$ cat config.mk
export PLATFORM = sky130hd
export DESIGN_NAME = bp_be_fe_queue_mt_flat
export DESIGN_NICKNAME = d
export VERILOG_FILES = /design/src/rtl/bp_be_fe_queue_mt_if.sv /design/src/rtl/bp_be_fe_queue_mt.sv /design/src/flat_wrapper.sv
export SDC_FILE = /design/constraint.sdc
export NUM_CORES = 1
export LEC_CHECK = 0
export CORE_ASPECT_RATIO = 0.7
export CORE_MARGIN = 4
export CORE_UTILIZATION = 50
export CTS_BUF_LIST = sky130_fd_sc_hd__clkbuf_2 sky130_fd_sc_hd__clkbuf_4 sky130_fd_sc_hd__clkbuf_8
export CTS_CLUSTER_DIAMETER = 150
export DETAILED_ROUTE_END_ITERATION = 10
export HOLD_SLACK_MARGIN = 0.06
export PLACE_DENSITY = 0.81
export SYNTH_ARGS = -nofsm -noshare
export SYNTH_HDL_FRONTEND = slang
export SYNTH_SLANG_ARGS = --single-unit
$ cat constraint.sdc
create_clock -name clk_i -period 12.4 [get_ports clk_i]
set_clock_uncertainty 0.05 [all_clocks]
set_input_delay 2.48 -clock clk_i [delete_from_list [all_inputs] [get_ports clk_i]]
set_output_delay 2.48 -clock clk_i [all_outputs]
set_load 0.005 [all_outputs]
$ cat src/rtl/bp_be_fe_queue_mt_if.sv
// Fetch-packet handshake bundle between the FE, the thread-tagged queue and
// the BE scheduler. The slave modport is the queue itself; the master modport
// is the surrounding FE/BE logic that feeds and drains it.
interface bp_be_fe_queue_mt_if #(
  parameter int data_width_p      = 128,
  parameter int thread_id_width_p = 1
);
  // FE -> queue
  logic [data_width_p-1:0]      fe_queue_i;
  logic [thread_id_width_p-1:0] fe_queue_tid_i;
  logic                         fe_queue_v_i;
  logic                         fe_queue_ready_and_o;
  // queue -> BE scheduler
  logic [data_width_p-1:0]      fe_queue_o;
  logic                         fe_queue_v_o;
  logic                         fe_queue_ready_and_i;

  modport master (
    output fe_queue_i, fe_queue_tid_i, fe_queue_v_i, fe_queue_ready_and_i,
    input  fe_queue_ready_and_o, fe_queue_o, fe_queue_v_o
  );

  modport slave (
    input  fe_queue_i, fe_queue_tid_i, fe_queue_v_i, fe_queue_ready_and_i,
    output fe_queue_ready_and_o, fe_queue_o, fe_queue_v_o
  );
endinterface

$ cat src/rtl/bp_be_fe_queue_mt.sv
// Thread-tagged FE->BE fetch queue. Every entry carries the thread id it was
// fetched for; a head entry whose tag differs from the BE's active thread is
// popped automatically and counted, so the scheduler only ever sees packets
// for the running context. flush_i empties the queue in a single cycle.
//
// Optional build macro BP_FE_QUEUE_MT_BYPASS_EN: when the queue is empty and
// the incoming packet belongs to the active thread, it is presented to the BE
// in the same cycle (and not stored if the BE takes it). Without the macro
// there is no combinational input-to-output path.
module bp_be_fe_queue_mt #(
  parameter int els_p             = 8,
  parameter int data_width_p      = 128,
  parameter int thread_id_width_p = 1,
  parameter int drop_ctr_width_p  = 16
) (
  input  logic                         clk_i,
  input  logic                         reset_i,
  input  logic                         flush_i,
  input  logic [thread_id_width_p-1:0] current_thread_id_i,
  bp_be_fe_queue_mt_if.slave           fe_if,
  output logic [$clog2(els_p+1)-1:0]   count_o,
  output logic [drop_ctr_width_p-1:0]  drop_count_o
);

  localparam int ptr_w_lp = $clog2(els_p);
  localparam int cnt_w_lp = $clog2(els_p+1);
  localparam logic [cnt_w_lp-1:0] els_lp = cnt_w_lp'(els_p);

  // Storage (data path, never reset)
  logic [data_width_p-1:0]      data_mem [els_p];
  logic [thread_id_width_p-1:0] tid_mem  [els_p];

  // Control state
  logic [ptr_w_lp-1:0]         rd_ptr_r, wr_ptr_r;
  logic [cnt_w_lp-1:0]         count_r;
  logic [drop_ctr_width_p-1:0] drop_cnt_r;

  logic                         empty, full;
  logic [thread_id_width_p-1:0] head_tid;
  logic [data_width_p-1:0]      head_data;
  logic                         ready, enq, match, discard, deq, pop, wr_en;
  logic                         v_out;
  logic [data_width_p-1:0]      data_out;

  assign empty     = (count_r == '0);
  assign full      = (count_r == els_lp);
  assign head_tid  = tid_mem[rd_ptr_r];
  assign head_data = data_mem[rd_ptr_r];

  // Handshake, thread match, stale discard and optional same-cycle bypass
  always_comb begin
    ready    = !reset_i && !flush_i && !full;
    enq      = fe_if.fe_queue_v_i && ready;
    match    = !empty && (head_tid == current_thread_id_i);
    discard  = !empty && !match && !flush_i;
    v_out    = match && !flush_i;
    deq      = v_out && fe_if.fe_queue_ready_and_i;
    pop      = deq || discard;
    wr_en    = enq;
    data_out = head_data;
`ifdef BP_FE_QUEUE_MT_BYPASS_EN
    // Empty queue and a packet for the running thread: hand it straight over.
    // If the BE takes it this cycle it never touches storage.
    if (empty && !flush_i && !reset_i && fe_if.fe_queue_v_i &&
        (fe_if.fe_queue_tid_i == current_thread_id_i)) begin
      v_out    = 1'b1;
      data_out = fe_if.fe_queue_i;
      if (fe_if.fe_queue_ready_and_i) begin
        wr_en = 1'b0;
      end
    end
`endif
  end

  assign fe_if.fe_queue_ready_and_o = ready;
  assign fe_if.fe_queue_v_o         = v_out;
  assign fe_if.fe_queue_o           = data_out;
  assign count_o                    = count_r;
  assign drop_count_o               = drop_cnt_r;

  // Write the incoming packet and its thread tag at the tail
  always_ff @(posedge clk_i) begin
    if (wr_en) begin
      data_mem[wr_ptr_r] <= fe_if.fe_queue_i;
      tid_mem[wr_ptr_r]  <= fe_if.fe_queue_tid_i;
    end
  end

  // Pointer and occupancy update; flush and reset both empty the queue
  always_ff @(posedge clk_i) begin
    if (reset_i || flush_i) begin
      rd_ptr_r <= '0;
      wr_ptr_r <= '0;
      count_r  <= '0;
    end else begin
      if (wr_en) wr_ptr_r <= wr_ptr_r + ptr_w_lp'(1);
      if (pop)   rd_ptr_r <= rd_ptr_r + ptr_w_lp'(1);
      count_r <= count_r + cnt_w_lp'(wr_en) - cnt_w_lp'(pop);
    end
  end

  // Saturating count of stale entries discarded; survives flush
  always_ff @(posedge clk_i) begin
    if (reset_i) begin
      drop_cnt_r <= '0;
    end else if (discard && (drop_cnt_r != '1)) begin
      drop_cnt_r <= drop_cnt_r + drop_ctr_width_p'(1);
    end
  end

`ifndef SYNTHESIS
  a_no_enq_full: assert property (@(posedge clk_i) disable iff (reset_i)
    !(fe_if.fe_queue_v_i && fe_if.fe_queue_ready_and_o && full));
  a_no_pop_mismatch: assert property (@(posedge clk_i) disable iff (reset_i)
    !(deq && !match));
`endif

endmodule

$ cat src/flat_wrapper.sv
// flat-port wrapper written by rule: the top's interface ports become plain ports
module bp_be_fe_queue_mt_flat 
#(
  parameter int els_p             = 8,
  parameter int data_width_p      = 128,
  parameter int thread_id_width_p = 1,
  parameter int drop_ctr_width_p  = 16
)
  (clk_i, reset_i, flush_i, current_thread_id_i, count_o, drop_count_o, fe_if_fe_queue_i, fe_if_fe_queue_tid_i, fe_if_fe_queue_v_i, fe_if_fe_queue_ready_and_i, fe_if_fe_queue_ready_and_o, fe_if_fe_queue_o, fe_if_fe_queue_v_o);
  bp_be_fe_queue_mt_if #(.data_width_p(data_width_p), .thread_id_width_p(thread_id_width_p)) fe_if_i ();
  input  logic clk_i;
  input  logic reset_i;
  input  logic flush_i;
  input  logic [thread_id_width_p-1:0] current_thread_id_i;
  output logic [$clog2(els_p+1)-1:0] count_o;
  output logic [drop_ctr_width_p-1:0] drop_count_o;
  input wire logic [$bits(fe_if_i.fe_queue_i)-1:0] fe_if_fe_queue_i;
  input wire logic [$bits(fe_if_i.fe_queue_tid_i)-1:0] fe_if_fe_queue_tid_i;
  input wire logic [$bits(fe_if_i.fe_queue_v_i)-1:0] fe_if_fe_queue_v_i;
  input wire logic [$bits(fe_if_i.fe_queue_ready_and_i)-1:0] fe_if_fe_queue_ready_and_i;
  output wire logic [$bits(fe_if_i.fe_queue_ready_and_o)-1:0] fe_if_fe_queue_ready_and_o;
  output wire logic [$bits(fe_if_i.fe_queue_o)-1:0] fe_if_fe_queue_o;
  output wire logic [$bits(fe_if_i.fe_queue_v_o)-1:0] fe_if_fe_queue_v_o;
  assign fe_if_i.fe_queue_i = fe_if_fe_queue_i;
  assign fe_if_i.fe_queue_tid_i = fe_if_fe_queue_tid_i;
  assign fe_if_i.fe_queue_v_i = fe_if_fe_queue_v_i;
  assign fe_if_i.fe_queue_ready_and_i = fe_if_fe_queue_ready_and_i;
  assign fe_if_fe_queue_ready_and_o = fe_if_i.fe_queue_ready_and_o;
  assign fe_if_fe_queue_o = fe_if_i.fe_queue_o;
  assign fe_if_fe_queue_v_o = fe_if_i.fe_queue_v_o;
  bp_be_fe_queue_mt #(.els_p(els_p), .data_width_p(data_width_p), .thread_id_width_p(thread_id_width_p), .drop_ctr_width_p(drop_ctr_width_p)) u_core (.clk_i(clk_i), .reset_i(reset_i), .flush_i(flush_i), .current_thread_id_i(current_thread_id_i), .fe_if(fe_if_i), .count_o(count_o), .drop_count_o(drop_count_o));
endmodule
==> impl_results.md <==
- YS warnings: 0
- Detailed placement HPWL: 40.3 mm
- Reg2reg path depth: 12
- GRT busiest layer: met2
- Crit path time final: 7.43 ns
- Vias per std cell: 5.72
- Worst slew margin: 17.8%
- Psw: 1.45 mW
- Vias: 18.5k
- Placer Congestion: 0.745
- Final wirelength: 80.6 mm
- CP endpoint: fe_if_fe_queue_v_o
- Initial Utilization: 50.7%
- Placement Rows: 86
- WP data arrival: 4.90 ns
- Post-CTS setup buffers: 0
- RSZ-0062 raised after global routing: no
- Worst setup SP type: register
- Min-delay src: u_core.wr_ptr_r[0]
- Die Wd: 346 µm
- Switching Share: 20.8%
- Clk pin slew, worst setup/hold paths: 0.06 ns
- Number of global-route vias before repair: 19.7k
- Syn nets: 1817
- Req. time, crit path: 9.87 ns
- H-tree depth: 4
- Worst skew pair latency: 0.80 ns
- Post-route DRC: 0
- Element type at the critical path end: output port
- Number of nets in the layout: 2197
- Tot GR Track Use: 19.1%
- Gate Count Post-Synth: 1672
- Boundary Pins: 285
- Final Setup Violations: 0
- Grt ovf: 0
- Core area: 79100 µm²
- Layout Cells excl Fill: 3235
- Worst VDD drop: 0.112 mV
- Largest net degree at the start of global routing: 130
- I/O Buffers: 284
- Hold WS: 0.443 ns
- TritonRoute pass-1 iters: 5
- CTS root buffer: clkbuf_8
- Yosys top cell by area: edfxtp_1
- Sequential power share: 57.0%
- Routed WL per cell: 24.9 µm
- Post-synth top area share: 77.3%
- Met3 usage: 6.03%
- Synth Cell Area: 40100 µm²
- Most common cell after layout, fill and taps aside: edfxtp_1
- CTS tree: built
- #FFs+latches synth: 1061
- Detailed router's first-iteration violation count: 1762
- Post-route ant nets: 0
- R2r endpoint: u_core.count_o[3]
- Hold Fails Final Rpt: 0
- Async SR Flop Fraction: 0%
- CTS sink cnt: 1061
- Syn_area_per_cell: 24.0 µm²
- CTS Buffer Depth: 3
- Placed Cells: 2950
- Max-cap viol count: 0
- Reg2reg setup slack: 8.10 ns
- Worst Max-Slew Pin Slew: 1.23 ns
- Die area: 84900 µm²
- Synth unique cells: 40
- Layout cell share with drive strength beyond 1: 30.4%
- Clock power frac: 38.7%
- Top post-synthesis cells by area: edfxtp_1, mux4_2, mux2_2
- Internal: 5.50 mW
- Type of the worst setup path: register to output port
- Sequential share of the synthesized area: 78.7%
- Final period util: 59.9%
- Pleak: 14.3 nW
- Synth Flop Type: edfxtp_1
- M2 GR Usage: 30.4%
- Status: finished, final reports clean
- Final max-slew violation count: 0
- Die Y-Extent: 245 µm
- Hold Buf Count CTS: 0
- Area delta synth->final: 17.8%
- Most frequent cells in the layout: edfxtp_1, clkdlybuf4s50_1, mux4_2, clkbuf_8, mux2_2
- Finished Core Util: 59.7%
- First-pass GRT wire length: 122 mm
- CTS resizes: 0
- Post-synth EDFFs: 1032
- Initial antenna violation count: 17
- Share of power burned in combinational logic: 4.3%
- Fill count: 5337
- Critical path cell sequence: buf_4, mux4_2, mux2_2, xnor2_2, and2_1, clkdlybuf4s50_1
- Max Freq: 135 MHz
- Critical-path maximum fanout: 49
- CP max-delay cell: xnor2_2
- Hold Crit Class: register to register
- Setup_tns: 0 ns
- Pwr dens: 147 nW/µm²
- Slowest stage delay, CP: 0.94 ns
- Clock buffer count from CTS: 156
- Met1 Use GR: 25.2%
==> sequential cells by signal, summed over array words and instances, names as in the netlist, named ones only <==
register and cells:
u_core.drop_count_o 16, u_core.tid_mem 8, u_core.data_mem 1024, u_core.wr_ptr_r 3, u_core.count_o 4, u_core.rd_ptr_r 3
==> per-layer routing <==
| metal | share of wire (%) | wire (µm) |
|---|---|---|
| met1 | 40 | 32300 |
| met2 | 49 | 39800 |
| met3 | 8.1 | 6530 |
| met4 | 2.3 | 1860 |
| met5 | 0.12 | 98 |
==> worst max-delay path, delay by kind of cell, from the launching register on <==
| family | cells | cell delay [ns] |
|---|---|---|
| XOR/XNOR | 1 | 0.94 |
| flip-flops | 1 | 0.83 |
| AND/OR/NAND/NOR | 1 | 0.24 |
| multiplexers | 2 | 0.74 |
| buffers and inverters | 2 | 1.32 |
==> worst min path at each step <==
stage	end	cells after the start	slack, ns
floorplan	register	2	0.40
CTS	u_core.wr_ptr_r[0]	2	0.44
global route	u_core.drop_count_o[9]	2	0.48
detailed placement	u_core.wr_ptr_r[0]	2	0.43
global placement	register	2	0.40
finish	u_core.wr_ptr_r[0]	2	0.44
==> power by group through the flow <==
stage | clock (mW) | combinational, mW | sequential [mW]
2_1_floorplan | 0 | 0.140 | 4.04
3_3_place_gp | 0 | 0.292 | 4.04
3_5_place_dp | 0 | 0.303 | 4.04
6_report | 2.69 | 0.300 | 3.96
4_1_cts | 2.77 | 0.305 | 3.96
5_1_grt | 2.95 | 0.326 | 3.96
==> cells by family (layout without fill, tap and decap cells) <==
logic type / Yosys count / in the layout / share of synthesized area [%]
muxes: 390 / 390 / 18.2
other: 0 / 8 / 0
DFF: 1061 / 1061 / 78.7
buffers and inverters: 90 / 589 / 0.952
AOI/OAI and AO/OA: 42 / 42 / 0.643
adders and majority gates: 10 / 10 / 0.331
xor gates and xnor gates: 4 / 4 / 0.106
and+or+nand+nor: 75 / 75 / 1.02
==> Yosys cell counts (3+ instances only) <==
cell type	number
or4_1	14
a21oi_1	19
nand4_1	4
inv_1	8
nand3_1	5
o31ai_1	14
and4_1	3
edfxtp_1	1032
nand2_1	16
buf_2	26
buf_1	20
nor2_1	15
dfxtp_1	29
ha_1	9
and2_1	4
o21ai_1	3
or3_1	3
nand2b_1	3
clkbuf_1	33
mux2_2	129
mux4_2	258
==> final cells by class <==
type                            instances  area [µm²]  share of cell area (%)
Timing Repair Buffer                  303        3090                    6.53
Sequential cell                      1061       31600                    66.9
Antenna cell                            8        20.0                  0.0424
Clock inverter                         69         438                   0.927
Clock buffer                          208        2540                    5.37
Tap cell                             1056        1320                    2.80
Multi-Input combinational cell        521        8210                    17.4
Inverter                                9        33.8                  0.0715
==> metrics by stage <==
step                      area (µm²)  total power [mW]  setup WS (ns)
final                          47200              6.95           4.97
after floorplan                40100              4.18           3.00
after global routing           47200              7.24           4.64
after CTS                      47200              7.04           4.83
after global placement         44200              4.33           5.28
after detailed placement       44200              4.34           5.24
Note: power is estimated with default switching activity, not from simulation.
